<file path="config.mk">
export PLATFORM = sky130hd
export DESIGN_NAME = cv32e40x_rr_arbiter
export DESIGN_NICKNAME = d
export VERILOG_FILES = /design/src/rtl/cv32e40x_rr_arbiter.sv
export SDC_FILE = /design/constraint.sdc
export NUM_CORES = 1
export LEC_CHECK = 0
export BUFFER_PORTS_ARGS = -buffer_cell sky130_fd_sc_hd__buf_2
export CORE_AREA = 2 2 41 62
export DETAILED_ROUTE_END_ITERATION = 8
export DIE_AREA = 0 0 43 64
export GPL_TIMING_DRIVEN = 0
export PLACE_DENSITY = 0.61
export SKIP_CTS_REPAIR_TIMING = 1
export SYNTH_ARGS = -nofsm -noshare
export SYNTH_HDL_FRONTEND = slang
export SYNTH_SLANG_ARGS = --single-unit
</file>
<file path="constraint.sdc">
create_clock -name clk -period 3.7 [get_ports clk]
set_input_delay 0.37 -clock clk [delete_from_list [all_inputs] [get_ports clk]]
set_output_delay 0.37 -clock clk [all_outputs]
set_load 0.01 [all_outputs]
</file>
<file path="src/rtl/cv32e40x_rr_arbiter.sv">
// Round-robin arbiter that holds each grant for a multi-beat transaction and inserts one idle cycle between grants.
// Optional contention counter is built only when CV32E40X_RR_ARB_PERF_EN is defined.
module cv32e40x_rr_arbiter #(
  parameter int unsigned NUM_REQ = 4
) (
  input  logic                       clk,
  input  logic                       rst,
  input  logic [NUM_REQ-1:0]         req_i,
  input  logic                       last_i,
  input  logic                       ready_i,
  output logic [NUM_REQ-1:0]         gnt_o,
  output logic [$clog2(NUM_REQ)-1:0] gnt_idx_o,
  output logic                       valid_o,
  output logic [15:0]                conflict_cnt_o
);

  localparam int unsigned IDX_W = $clog2(NUM_REQ);
  localparam int unsigned CNT_W = 16;

  typedef enum logic {
    IDLE = 1'b0,
    BUSY = 1'b1
  } state_e;

  state_e             state_q, state_d;
  logic [IDX_W-1:0]   ptr_q, ptr_d;
  logic [IDX_W-1:0]   gnt_idx_q, gnt_idx_d;
  logic [NUM_REQ-1:0] gnt_q, gnt_d;

  logic [IDX_W-1:0]   winner;
  logic               hi_found;
  logic               lo_found;
  logic [IDX_W-1:0]   ptr_next;
  logic               cur_req;

  // Lowest requester at or above the pointer, falling back to the lowest overall.
  always_comb begin
    winner   = '0;
    hi_found = 1'b0;
    lo_found = 1'b0;
    for (int unsigned i = 0; i < NUM_REQ; i++) begin
      if (!hi_found && req_i[i] && (i >= 32'(ptr_q))) begin
        winner   = IDX_W'(i);
        hi_found = 1'b1;
      end
    end
    if (!hi_found) begin
      for (int unsigned i = 0; i < NUM_REQ; i++) begin
        if (!lo_found && req_i[i]) begin
          winner   = IDX_W'(i);
          lo_found = 1'b1;
        end
      end
    end
  end

  // Explicit wrap keeps non-power-of-2 requester counts in range.
  assign ptr_next = (gnt_idx_q == IDX_W'(NUM_REQ - 1)) ? '0 : gnt_idx_q + IDX_W'(1);
  assign cur_req  = req_i[gnt_idx_q];

  always_comb begin
    state_d   = state_q;
    ptr_d     = ptr_q;
    gnt_idx_d = gnt_idx_q;
    gnt_d     = gnt_q;
    unique case (state_q)
      IDLE: begin
        if (|req_i) begin
          state_d   = BUSY;
          gnt_idx_d = winner;
          gnt_d     = NUM_REQ'(1) << winner;
        end
      end
      BUSY: begin
        // Dropped request aborts; an accepted last beat completes. Both rotate the pointer.
        if (!cur_req || (ready_i && last_i)) begin
          state_d = IDLE;
          ptr_d   = ptr_next;
          gnt_d   = '0;
        end
      end
      default: begin
        state_d = IDLE;
        gnt_d   = '0;
      end
    endcase
  end

  always_ff @(posedge clk) begin
    if (rst) begin
      state_q   <= IDLE;
      ptr_q     <= '0;
      gnt_idx_q <= '0;
      gnt_q     <= '0;
    end else begin
      state_q   <= state_d;
      ptr_q     <= ptr_d;
      gnt_idx_q <= gnt_idx_d;
      gnt_q     <= gnt_d;
    end
  end

  assign gnt_o     = gnt_q;
  assign gnt_idx_o = gnt_idx_q;
  // valid follows the live request so an abort is visible in the same cycle.
  assign valid_o   = (state_q == BUSY) && cur_req;

`ifdef CV32E40X_RR_ARB_PERF_EN
  logic [CNT_W-1:0] cnt_q, cnt_d;
  logic             multi_req;

  // Clearing the lowest set bit leaves something only when two or more bits are set.
  assign multi_req = |(req_i & (req_i - NUM_REQ'(1)));

  always_comb begin
    cnt_d = cnt_q;
    if (multi_req && (cnt_q != {CNT_W{1'b1}})) begin
      cnt_d = cnt_q + CNT_W'(1);
    end
  end

  always_ff @(posedge clk) begin
    if (rst) begin
      cnt_q <= '0;
    end else begin
      cnt_q <= cnt_d;
    end
  end

  assign conflict_cnt_o = cnt_q;
`else
  assign conflict_cnt_o = '0;
`endif

endmodule

</file>
After elaboration in Yosys (flattened, before gate mapping). Cells that the tools add are included.

Shift operators: 1. Order comparisons: 4. Multiplexer cells: 27. Reduce and logical (&&, ||, !) cells: 23. $add $sub $neg: 1. Equality and inequality tests: 3. Bitwise gates (word level): 1.

Operator list (number): 2-to-1 mux 2 bit (8); 2-to-1 mux 1 bit (14); logical AND 1 bit (11); 2-to-1 mux 4 bit (2); one-hot mux 4 bit (2 select lines) (1); zero test 1 bit (7); AND reduction 2 bit (3); greater-or-equal comparator 1 x 2 -> 1 bit (first input constant) (2); OR reduction 4 bit (1); left shift 1 x 2 -> 4 bit (first input constant) (1); less-than comparator 2 x 3 -> 1 bit (second input constant) (1); adder 2 x 1 -> 2 bit (second input constant) (1); binary-select mux 1 bit (select 2 bit) (1); == test 2 bit (second input constant) (1); greater-or-equal comparator 2 bit (first input constant) (1); != test 2 x 1 -> 1 bit (second input constant) (1); != test 2 bit (second input constant) (1); one-hot mux 1 bit (2 select lines) (1); logical OR 1 bit (1); NOT 1 bit (1).

Flip-flop bits (word level): 9. Logic and storage cells: 64. Output and inout bits: 23.

Longest topological paths before layout. Gate-level depths: netlist of run 1.

Depth after elaboration: 30. Depth in mapped cells: 5.

Worst setup path after synthesis of run 1. OpenSTA, ideal clock, no wires.

Path kind: flip-flop to flip-flop. Start point: register gnt_idx_q[1] (netlist: gnt_idx_o[1]). End point: register gnt_q[0] (netlist: gnt_o[0]). Clock period less this slack: 1539 ps. Data required time: 3583 ps. Buffers on the path: 0. Cell stages (with the launch flop): 5. Slack: 2161 ps. Arrival time: 1421 ps. Cells stage by stage: dfxtp_1 -> mux2_4 -> a221oi_4 -> nor3_2 -> a32o_1.

Word-level cells in the longest chain between the ends: 6.

RTL lines: start: declaration (line 27) `logic [IDX_W-1:0] gnt_idx_q, gnt_idx_d;`; start signal: assignment (line 98) `gnt_idx_q <= gnt_idx_d;`; binary-select mux 1 bit (select 2 bit) (line 59) `assign cur_req = req_i[gnt_idx_q];`; 2-to-1 mux 1 bit (implied by the code) (line 59); zero test 1 bit (line 76) `if (!cur_req || (ready_i && last_i)) begin`; logical OR 1 bit (line 76); != test 2 x 1 -> 1 bit (no line); AND reduction 2 bit (no line); end signal: assignment (line 99) `gnt_q <= gnt_d;`; end: declaration (line 28) `logic [NUM_REQ-1:0] gnt_q, gnt_d;`.

Every way passes these cells. The select of a mux whose other input is x is not followed. A chain may end at the register's enable or synchronous reset.

Worst setup path in the final report of run 1.
Start point: register gnt_idx_q[1] (netlist: gnt_idx_o[1]). End point: output valid_o.

Word-level cells in the longest chain between the ends: 3.

RTL lines: binary-select mux 1 bit (select 2 bit) (line 59); 2-to-1 mux 1 bit (implied by the code) (line 59); logical AND 1 bit (line 106) `assign valid_o = (state_q == BUSY) && cur_req;`; end: declaration (line 13) `output logic valid_o,`.

Every way passes these cells. The select of a mux whose other input is x is not followed.

==> summary.md, run 1 <==
| Metric | Value |
|---|---|
| CP Max Fanout | `5` |
| Final WL | `about 1.4 mm` |
| Crit. End Element | `output pin` |
| Final Hold Violating Endpoints | `0` |
| TritonCTS buffer count | `3` |
| Final setup viols | `0` |
| R2r startpoint | `gnt_idx_o[1]` |
| Area grow syn2layout | `27.9%` |
| Port Buffers | `13` |
| Post-DRT Antenna Nets | `0` |
| IO Pins | `31` |
| Register area | `about 180 sq um` |
| DR pass1 iterations | `4` |
| Hold path depth | `2` |
| Max H-tree Level | `1` |
| Status | `complete, no violations` |
| Static Leak | `between 0.4 and 0.5 nW` |
| Worst clock skew | `between 0.007 and 0.008 ns` |
| P_sw | `roughly 0.089 mW` |
| Largest net degree at the start of global routing | `9` |
| Die area | `2750 sq um` |
| Worst reg2reg path endpoint | `gnt_o[1]` |
| Library cells used by synthesis | `27` |
| Final #Nets | `approximately 120` |
| WL/cell | `~11 um` |
| EDFF count, synth | `0` |
| Vias | `slightly below 600` |
| Final critical-path required period | `between 1.5 and 2 ns` |
| Routability congestion estimate | `a little over 0.7` |
| Hold slack | `0.378 ns` |
| Clock group share of total power | `around 28%` |
| Initial antenna violation count | `0` |
| Hold endpoint | `gnt_idx_o[1]` |
| Post-synthesis sequential area ratio | `between 20 and 30%` |
| Top_reg_cell synth | `dfxtp_1` |
| Max-cap violations | `0` |
| Kind of critical path | `reg2out` |
| Clock tree buffer depth | `2` |
| Ant. Diodes | `0` |
| Starting DRC count in detailed routing | `6` |
| Fin crit share | `between 40% and 50%` |
| Fin area | `roughly 810 sq um` |
| Synth Cell Area | `roughly 630 sq um` |
| Crit path DAT | `~1.3 ns` |
| Reg2Reg Depth | `4` |
| CTS clk-pin slew, worst paths | `0.06 ns` |
| Die H | `64 um` |
| Setup slack, reg-to-reg | `around 2.1 ns` |
| FF+latch count, synth | `9` |
| Hold Path Class | `in2reg` |
| Vias per cell | `approximately 4.5` |
| Initial Util | `28.7%` |
| Placed cell areas | `roughly 800 sq um` |
| Sequential share of power | `about two fifths` |
| Insertion delay to the later sink of the worst-skew pair | `0.27 ns` |
| Mapped Cells | `between 70 and 80` |
| Pint | `0.186 mW` |
| DIE WIDTH | `~43 um` |
| Sw Share | `around a third` |
| Worst ir drop on vdd | `about 0.00023 V` |
| Multi-input gate area | `around 370 sq um` |
| Fin Setup TNS | `0 ns` |
| First-pass GRT wire length | `2.23 mm` |
| FILL cells | `approximately 250` |
| CTS tree | `yes` |
| Ys async rst share | `0%` |
| Residual DRC count | `0` |
| Post-DP HPWL | `around 1.1 mm` |
| Synthesis warning total | `0` |
| Fmax | `between 500 and 600 MHz` |
| Startpoint Class | `register` |
| Avg Cell Area, Syn | `~8.7 sq um` |
| Slew Viols, Final | `0` |
| Unrepaired setup endpoints after global routing | `no` |
| Worst hold start | `rst` |
| Total GRT Usage | `approximately a tenth` |
| Clock root cell | `clkbuf_4` |
| Clock sink count | `9` |
| Share of cells above drive strength 1 | `a little under two fifths` |
| Vias in the first global route | `roughly 540` |
| Row count | `21` |
| Data required, critical path | `around 3.3 ns` |
| Total core area | `roughly 2200 sq um` |
| Pwr per Cell Area | `roughly 340 nW/um^2` |
| GRT overflow | `0` |
| Combinational power share | `30.9%` |
cell type report:
class | instances | share of cell area, %
plain buffers | 18 | 16.1
clock buffers | 4 | 3.25
inverters | 3 | 1.39
multi-input cells | 58 | 45.4
flip-flops and latches | 9 | 22.3
well taps | 23 | 3.55
repair buffers | 13 | 8.04
cell usage after synthesis (2+ instances only):
cell	instances	area, sq um
nor3_1	3	15.0
nand2_1	3	11.3
inv_1	3	11.3
buf_2	2	10.0
mux2i_1	2	20.0
mux2_4	2	30.0
buf_4	16	120
nor2_1	8	30.0
a21oi_1	5	25.0
a32o_1	4	40.0
dfxtp_1	9	180
metal layers:
layer  part of all wire, %  global-route usage, %
met5                     0                      0
met4                   1.5                   4.55
met3                   9.4                   2.82
met1                    38                   10.6
met2                    51                   19.3
power groups by stage:
stage	logic [mW]	registers, mW	clock network, mW
2_1_floorplan	0.0620	0.115	0
3_3_place_gp	0.0832	0.113	0
3_5_place_dp	0.0844	0.114	0
4_1_cts	0.0848	0.112	0.0781
5_1_grt	0.0933	0.113	0.0822
6_report	0.0850	0.112	0.0782
flip-flops by register name (all words and copies together) (netlist names):
| signal | cells |
|---|---|
| ptr_q | 2 |
| state_q | 1 |
| gnt_o | 4 |
| gnt_idx_o | 2 |
layout by cell type (no fill, tap or decap), types with 2 or more instances in the layout:
cell type  synthesis  layout
a21oi_1            5       5
a32o_1             4       4
buf_2              2      15
buf_4             16      16
clkbuf_4           0       3
conb_1             1      16
dfxtp_1            9       9
inv_1              3       3
mux2_4             2       2
mux2i_1            2       2
nand2_1            3       3
nor2_1             8       8
nor3_1             3       3
worst max path at each step:
stage | startpoint | to | slack, ns
after detailed placement | req_i[0] | gnt_o[3] | 2.05
after global placement | req_i[0] | gnt_o[1] | 2.07
after CTS | gnt_idx_o[1] | valid_o | 1.98
final | gnt_idx_o[1] | valid_o | 2.00
after floorplan | gnt_idx_o[1] | gnt_o[0] | 2.16
after global routing | gnt_idx_o[1] | valid_o | 1.93
per-stage QoR:
| step | utilization, % | std cells | setup WS (ns) | total power [mW] |
|---|---|---|---|---|
| 2_1_floorplan | - | 88 | 2.16 | 0.177 |
| 3_3_place_gp | 35.5 | 124 | 2.07 | 0.196 |
| 3_5_place_dp | 35.5 | 124 | 2.05 | 0.198 |
| 4_1_cts | 36.7 | 128 | 1.98 | 0.274 |
| 5_1_grt | 36.7 | 128 | 1.93 | 0.288 |
| 6_report | 36.7 | 128 | 2.00 | 0.275 |
cell families (layout without fill, tap and decap cells):
kind of cell               Yosys count  count (layout)  share of synthesized area (%)
buffers and inverters               21              38                           22.3
and+or+nand+nor                     19              19                           14.4
AOI/OAI and AO/OA                   18              18                           24.3
DFF                                  9               9                           28.5
muxes                                4               4                           7.91
adders and majority gates            1               1                           1.98
other                                1              16                          0.592
critical path, cell delays in order (launching register included):
cell and delay (ns):
dfxtp_1 0.44, mux2_4 0.35, nor2_1 0.09, nor3_1 0.05
buf_2 0.14
Note: power is estimated with default switching activity, not from simulation.
==> run 2, diff against run 1 <==
==> constraint.sdc (replaced) <==
create_clock -name clk -period 1.6 [get_ports clk]
set_input_delay 0.16 -clock clk [delete_from_list [all_inputs] [get_ports clk]]
set_output_delay 0.16 -clock clk [all_outputs]
set_load 0.01 [all_outputs]
==> run 2 against run 1 <==
  * Sequential share of layout area decreased by 0.15 points
  * Clock power increased by 130%
  * Clock-buffer cell count unchanged
  * First-iteration DRC count increased by 120%
  * Core utilization increased by 0.51 points
  * Power increased by 130%
  * Hold slack got worse by 0.22 ns
  * Die area unchanged
  * Clock skew decreased by 0.0016 ns
  * Largest cell class unchanged
==> summary.md, run 2 (synthesis gave the netlist of run 1 again) <==
| Metric | Value |
|---|---|
| Met1 Track Usage GR | `10.6% (unchanged)` |
| Vias | `591 (+2.1%)` |
| Max H-tree Level | `1 (unchanged)` |
| Vias in the first global route | `542 (unchanged)` |
| Overall power | `0.638 mW (+130%)` |
| Worst ir drop on vdd | `0.000523 V (+130%)` |
| Fmax | `~650 MHz` |
| Worst hold start | `rst` |
| Final #Nets | `116 (+0.87%)` |
| Reg2Reg Depth | `5 (+1)` |
| CTS clk-pin slew, worst paths | `0.06 ns (about the same)` |
| Static Leak | `0.411 nW (+1.2%)` |
| Initial antenna violation count | `0 (unchanged)` |
| Starting DRC count in detailed routing | `13 (+7)` |
| GRT overflow | `0 (unchanged)` |
| Die area | `2750 sq um (unchanged)` |
| Clock tree buffer depth | `2 (unchanged)` |
| Residual DRC count | `0 (unchanged)` |
| CP Max Fanout | `8 (+3)` |
| Routability congestion estimate | `0.712 (unchanged)` |
| WL/cell | `10.6 um (-0.19%)` |
| Post-DRT Antenna Nets | `0 (unchanged)` |
| Worst reg2reg path endpoint | `gnt_o[0]` |
| Max reg flops | `4 (unchanged)` |
| Placed cell areas | `783 sq um (unchanged)` |
| Die H | `64 um (unchanged)` |
| Port Buffers | `13 (unchanged)` |
| Area grow syn2layout | `29.6%` |
| Gr busiest metal | `met2` |
| Worst setup path start | `ptr_q[1]` |
| Data required, critical path | `1.76 ns (-1.57 ns)` |
| CTS tree | `yes` |
| Status | `complete, no violations` |
| Crit. End Element | `register` |
| Commonest non-fill, non-tap cells in the layout | `buf_4, conb_1, buf_2, nor2_1, dfxtp_1` |
| Final setup viols | `0 (unchanged)` |
| Slew Viols, Final | `0 (unchanged)` |
| Final WL | `1.37 mm (+0.59%)` |
| Fin crit share | `95.9%` |
| Max-cap violations | `0 (unchanged)` |
| Largest net degree at the start of global routing | `9 (unchanged)` |
| Initial Util | `28.7% (unchanged)` |
| Clock root cell | `clkbuf_4` |
| R2r startpoint | `ptr_q[1]` |
| TritonCTS buffer count | `3 (unchanged)` |
| DIE WIDTH | `43 um (unchanged)` |
| Commonest non-fill, non-tap cell in the layout | `buf_4` |
| Fin Setup TNS | `0 ns (unchanged)` |
| Share of cells above drive strength 1 | `38.7% (+1.5 points)` |
| First-pass GRT wire length | `2.23 mm (unchanged)` |
| Total GRT Usage | `10.5% (unchanged)` |
| Post-DP HPWL | `1.11 mm (unchanged)` |
| Met3 usage | `2.82% (unchanged)` |
| Fin area | `821 sq um (+1.4%)` |
| Crit path DAT | `1.70 ns (+0.37 ns)` |
| Startpoint Class | `register` |
| Final critical-path required period | `between 1.5 and 2 ns` |
| Insertion delay to the later sink of the worst-skew pair | `0.27 ns (about the same)` |
| DR pass1 iterations | `4 (unchanged)` |
| Row count | `21 (unchanged)` |
| Pwr per Cell Area | `777 nW/um^2 (+130%)` |
| Clock sink count | `9 (unchanged)` |
| CP endpoint | `gnt_o[0]` |
| Final Hold Violating Endpoints | `0 (unchanged)` |
| Vias per cell | `4.58 (+1.3%)` |
| Met2 Use GR | `19.3% (unchanged)` |
| Worst clock skew | `0.00630 ns (-0.00156 ns)` |
| FILL cells | `250 (-0.40%)` |
| Hold slack | `0.162 ns (-0.216 ns)` |
| Final core utilization | `37.2% (+0.51 points)` |
| Setup slack, reg-to-reg | `0.07 ns (-2.01 ns)` |
| Kind of critical path | `reg2reg` |
| IO Pins | `31 (unchanged)` |
| Hold Path Class | `in2reg` |
| Ant. Diodes | `0 (unchanged)` |
| Total core area | `2210 sq um (unchanged)` |
==> run 2: area by class of cell <==
cell class                      instances  area (sq um)  area share (%)
Sequential cell                         9           181            22.1
Tap cell                               23          28.8            3.51
Multi-Input combinational cell         58           368            44.8
Buffer                                 18           133            16.2
Clock buffer                            4          26.3            3.20
Inverter                                3          11.3            1.37
Timing Repair Buffer                   14          72.6            8.84
==> run 2: layer usage <==
layer | vias to the layer above | wire [um] | part of all wire [%]
li1 | 297 | - | -
met5 | - | 0 | 0
met4 | 0 | 19 | 1.4
met2 | 30 | 698 | 51
met3 | 3 | 132 | 9.7
met1 | 261 | 516 | 38
==> run 2: worst min path at each step <==
stage	endpoint	slack, ns	cells past startpoint
2_1_floorplan	gnt_idx_o[1]	0.41	2
3_3_place_gp	gnt_idx_o[1]	0.45	2
3_5_place_dp	gnt_idx_o[1]	0.45	2
4_1_cts	gnt_idx_o[1]	0.17	2
5_1_grt	state_q	0.19	2
6_report	gnt_idx_o[1]	0.16	2
==> run 2: per-stage QoR <==
| step | setup WS (ns) | instances |
|---|---|---|
| after floorplan | 0.0614 | 88 |
| after global placement | -0.000724 | 124 |
| after detailed placement | -0.0232 | 124 |
| after CTS | -0.0262 | 128 |
| after global routing | -0.00505 | 129 |
| final | 0.0657 | 129 |
==> run 2: critical path, stage by stage, from the launching register on <==
cell and delay [ns]:
dfxtp_1 0.30, clkbuf_4 0.17, mux2i_1 0.22, nor2_1 0.07, or3_1 0.41, a32o_1 0.26
==> run 2: report_power, final <==
group	internal [mW]	total, mW	switching [mW]
clock	0.0962	0.178	0.0818
combinational	0.0946	0.201	0.107
sequential	0.244	0.258	0.0149
total	0.434	0.638	0.203
==> run 3, diff against run 2 <==
--- a/config.mk
+++ b/config.mk
@@ -11,6 +11,7 @@
 export DIE_AREA = 0 0 43 64
 export GPL_TIMING_DRIVEN = 0
 export PLACE_DENSITY = 0.61
+export SETUP_SLACK_MARGIN = 0.15
 export SKIP_CTS_REPAIR_TIMING = 1
 export SYNTH_ARGS = -nofsm -noshare
 export SYNTH_HDL_FRONTEND = slang
==> run 3 against run 2 <==
  * Hold slack better by 0.026 ns
  * Die area stayed put
  * Combinational power grew 3%
  * Clock-buffer cell count unchanged
  * Global-route usage down 0.61 points
  * Highest routed layer is now met3
==> summary.md, run 3 (synthesis gave the netlist of run 1 again) <==
| Metric | Value |
|---|---|
| Status | `complete, no violations` |
| Final setup viols | `0 (unchanged)` |
| Final core utilization | `37.9% (+0.74 points)` |
| Slew Viols, Final | `0 (unchanged)` |
| Initial Util | `28.7% (unchanged)` |
| Met3 usage | `0.847% (-2.0 points)` |
| Hold slack | `0.188 ns (+0.0262 ns)` |
| Clock sink count | `9 (unchanged)` |
| IO Pins | `31 (unchanged)` |
| Ant. Diodes | `0 (unchanged)` |
| CTS tree | `yes` |
| Vias in the first global route | `551 (+1.7%)` |
| Residual DRC count | `0 (unchanged)` |
| Initial antenna violation count | `0 (unchanged)` |
| Startpoint Class | `register` |
| Routability congestion estimate | `0.748 (+5.0%)` |
| Fin crit share | `94.6% (-1.3 points)` |
| Clock tree buffer depth | `2 (unchanged)` |
| CP max stage delay | `0.40 ns (about the same)` |
| Commonest non-fill, non-tap cells in the layout | `buf_4, conb_1, buf_2, dfxtp_1, nor2_1` |
| Die H | `64 um (unchanged)` |
| Vias | `569 (-3.7%)` |
| Unrepaired setup endpoints after global routing | `yes` |
| CP Max Fanout | `5 (-3)` |
| Crit. End Element | `register` |
| Pwr per Cell Area | `757 nW/um^2 (-2.6%)` |
| Crit-path cells | `mux2_4 > a221oi_4 > nor3_4 > a32o_1` |
| First-pass GRT wire length | `2.20 mm (-1.2%)` |
| Area grow syn2layout | `32.2%` |
| Die area | `2750 sq um (unchanged)` |
| Static Leak | `0.415 nW (+0.85%)` |
| CTS clk-pin slew, worst paths | `0.06 ns (about the same)` |
| Final critical-path required period | `1.51 ns (-0.0204 ns)` |
| Crit path DAT | `1.66 ns (-0.04 ns)` |
| Share of cells above drive strength 1 | `39.6% (+0.94 points)` |
| Met1 Track Usage GR | `11.6% (+1.1 points)` |
| Vias per cell | `4.41 (-3.7%)` |
| Final #Nets | `116 (unchanged)` |
| DIE WIDTH | `43 um (unchanged)` |
| Data required, critical path | `1.74 ns (-0.02 ns)` |
| Largest net degree at the start of global routing | `9 (unchanged)` |
| Fmax | `661 MHz (+1.3%)` |
| DR pass1 iterations | `2 (-2)` |
| Worst clock skew | `0.00364 ns (-0.00267 ns)` |
| Max-cap violations | `0 (unchanged)` |
| TritonCTS buffer count | `3 (unchanged)` |
| GRT overflow | `0 (unchanged)` |
| Clock root cell | `clkbuf_4` |
| WL/cell | `10.1 um (-4.6%)` |
| Total core area | `2210 sq um (unchanged)` |
| Max reg flops | `4 (unchanged)` |
| Final WL | `1.30 mm (-4.6%)` |
| Worst ir drop on vdd | `0.000438 V (-16%)` |
| Row count | `21 (unchanged)` |
| Total GRT Usage | `9.85% (-0.61 points)` |
| Hold Path Class | `in2reg` |
| Kind of critical path | `reg2reg` |
| Met2 Use GR | `18.0% (-1.3 points)` |
| Insertion delay to the later sink of the worst-skew pair | `0.25 ns (-0.02 ns)` |
| Final Hold Violating Endpoints | `0 (unchanged)` |
| Gr busiest metal | `met2` |
| Port Buffers | `13 (unchanged)` |
| Starting DRC count in detailed routing | `12 (-1)` |
| Worst path slowest cell | `a221oi_4` |
| Post-DRT Antenna Nets | `0 (unchanged)` |
| Commonest non-fill, non-tap cell in the layout | `buf_4` |
| Fin Setup TNS | `0 ns (unchanged)` |
| Max H-tree Level | `1 (unchanged)` |
| Post-DP HPWL | `1.06 mm (-3.9%)` |
## run 3: metal layers
metal / vias up / part of all wire, %
li1: 295 / -
met1: 247 / 43
met2: 27 / 51
met3: 0 / 6.5
met4: 0 / 0
met5: - / 0
## run 3: worst max-delay path: cells and delay by family, from the launching register on
| family | cells | cell delay, ns |
|---|---|---|
| AND/OR/NAND/NOR | 1 | 0.08 |
| multiplexers | 1 | 0.32 |
| flip-flops | 1 | 0.38 |
| AO/OA/AOI/OAI | 2 | 0.62 |
## run 3: final timing paths
check | start | endpoint | slack (ns) | cells past startpoint
setup / recovery | gnt_idx_o[1] | gnt_o[2] | 0.09 | 4
hold / removal | rst | gnt_idx_o[1] | 0.19 | 2
setup reg to reg | gnt_idx_o[1] | gnt_o[2] | 0.09 | 4
hold reg to reg | gnt_o[3] | gnt_o[3] | 0.47 | 1
## run 3: layout make-up
type	count	area, sq um
timing repair buffer	14	72.6
sequential	9	184
fill	250	1370
tap	23	28.8
inverter	3	11.3
multi-input combinational	58	382
buffer	18	133
clock buffer	4	26.3
## run 3: where the power goes
| group | switching, mW | total (mW) | internal, mW |
|---|---|---|---|
| sequential | 0.0146 | 0.257 | 0.243 |
| clock | 0.0727 | 0.168 | 0.0957 |
| combinational | 0.111 | 0.208 | 0.0969 |
## run 3: through the flow
step | power (mW) | area, sq um | instances | worst slack [ns]
after floorplan | 0.409 | 693 | 88 | 0.146
after global placement | 0.453 | 787 | 124 | 0.0762
after detailed placement | 0.456 | 787 | 124 | 0.0685
after CTS | 0.627 | 813 | 128 | 0.0564
after global routing | 0.677 | 837 | 129 | 0.0330
final | 0.633 | 837 | 129 | 0.0861
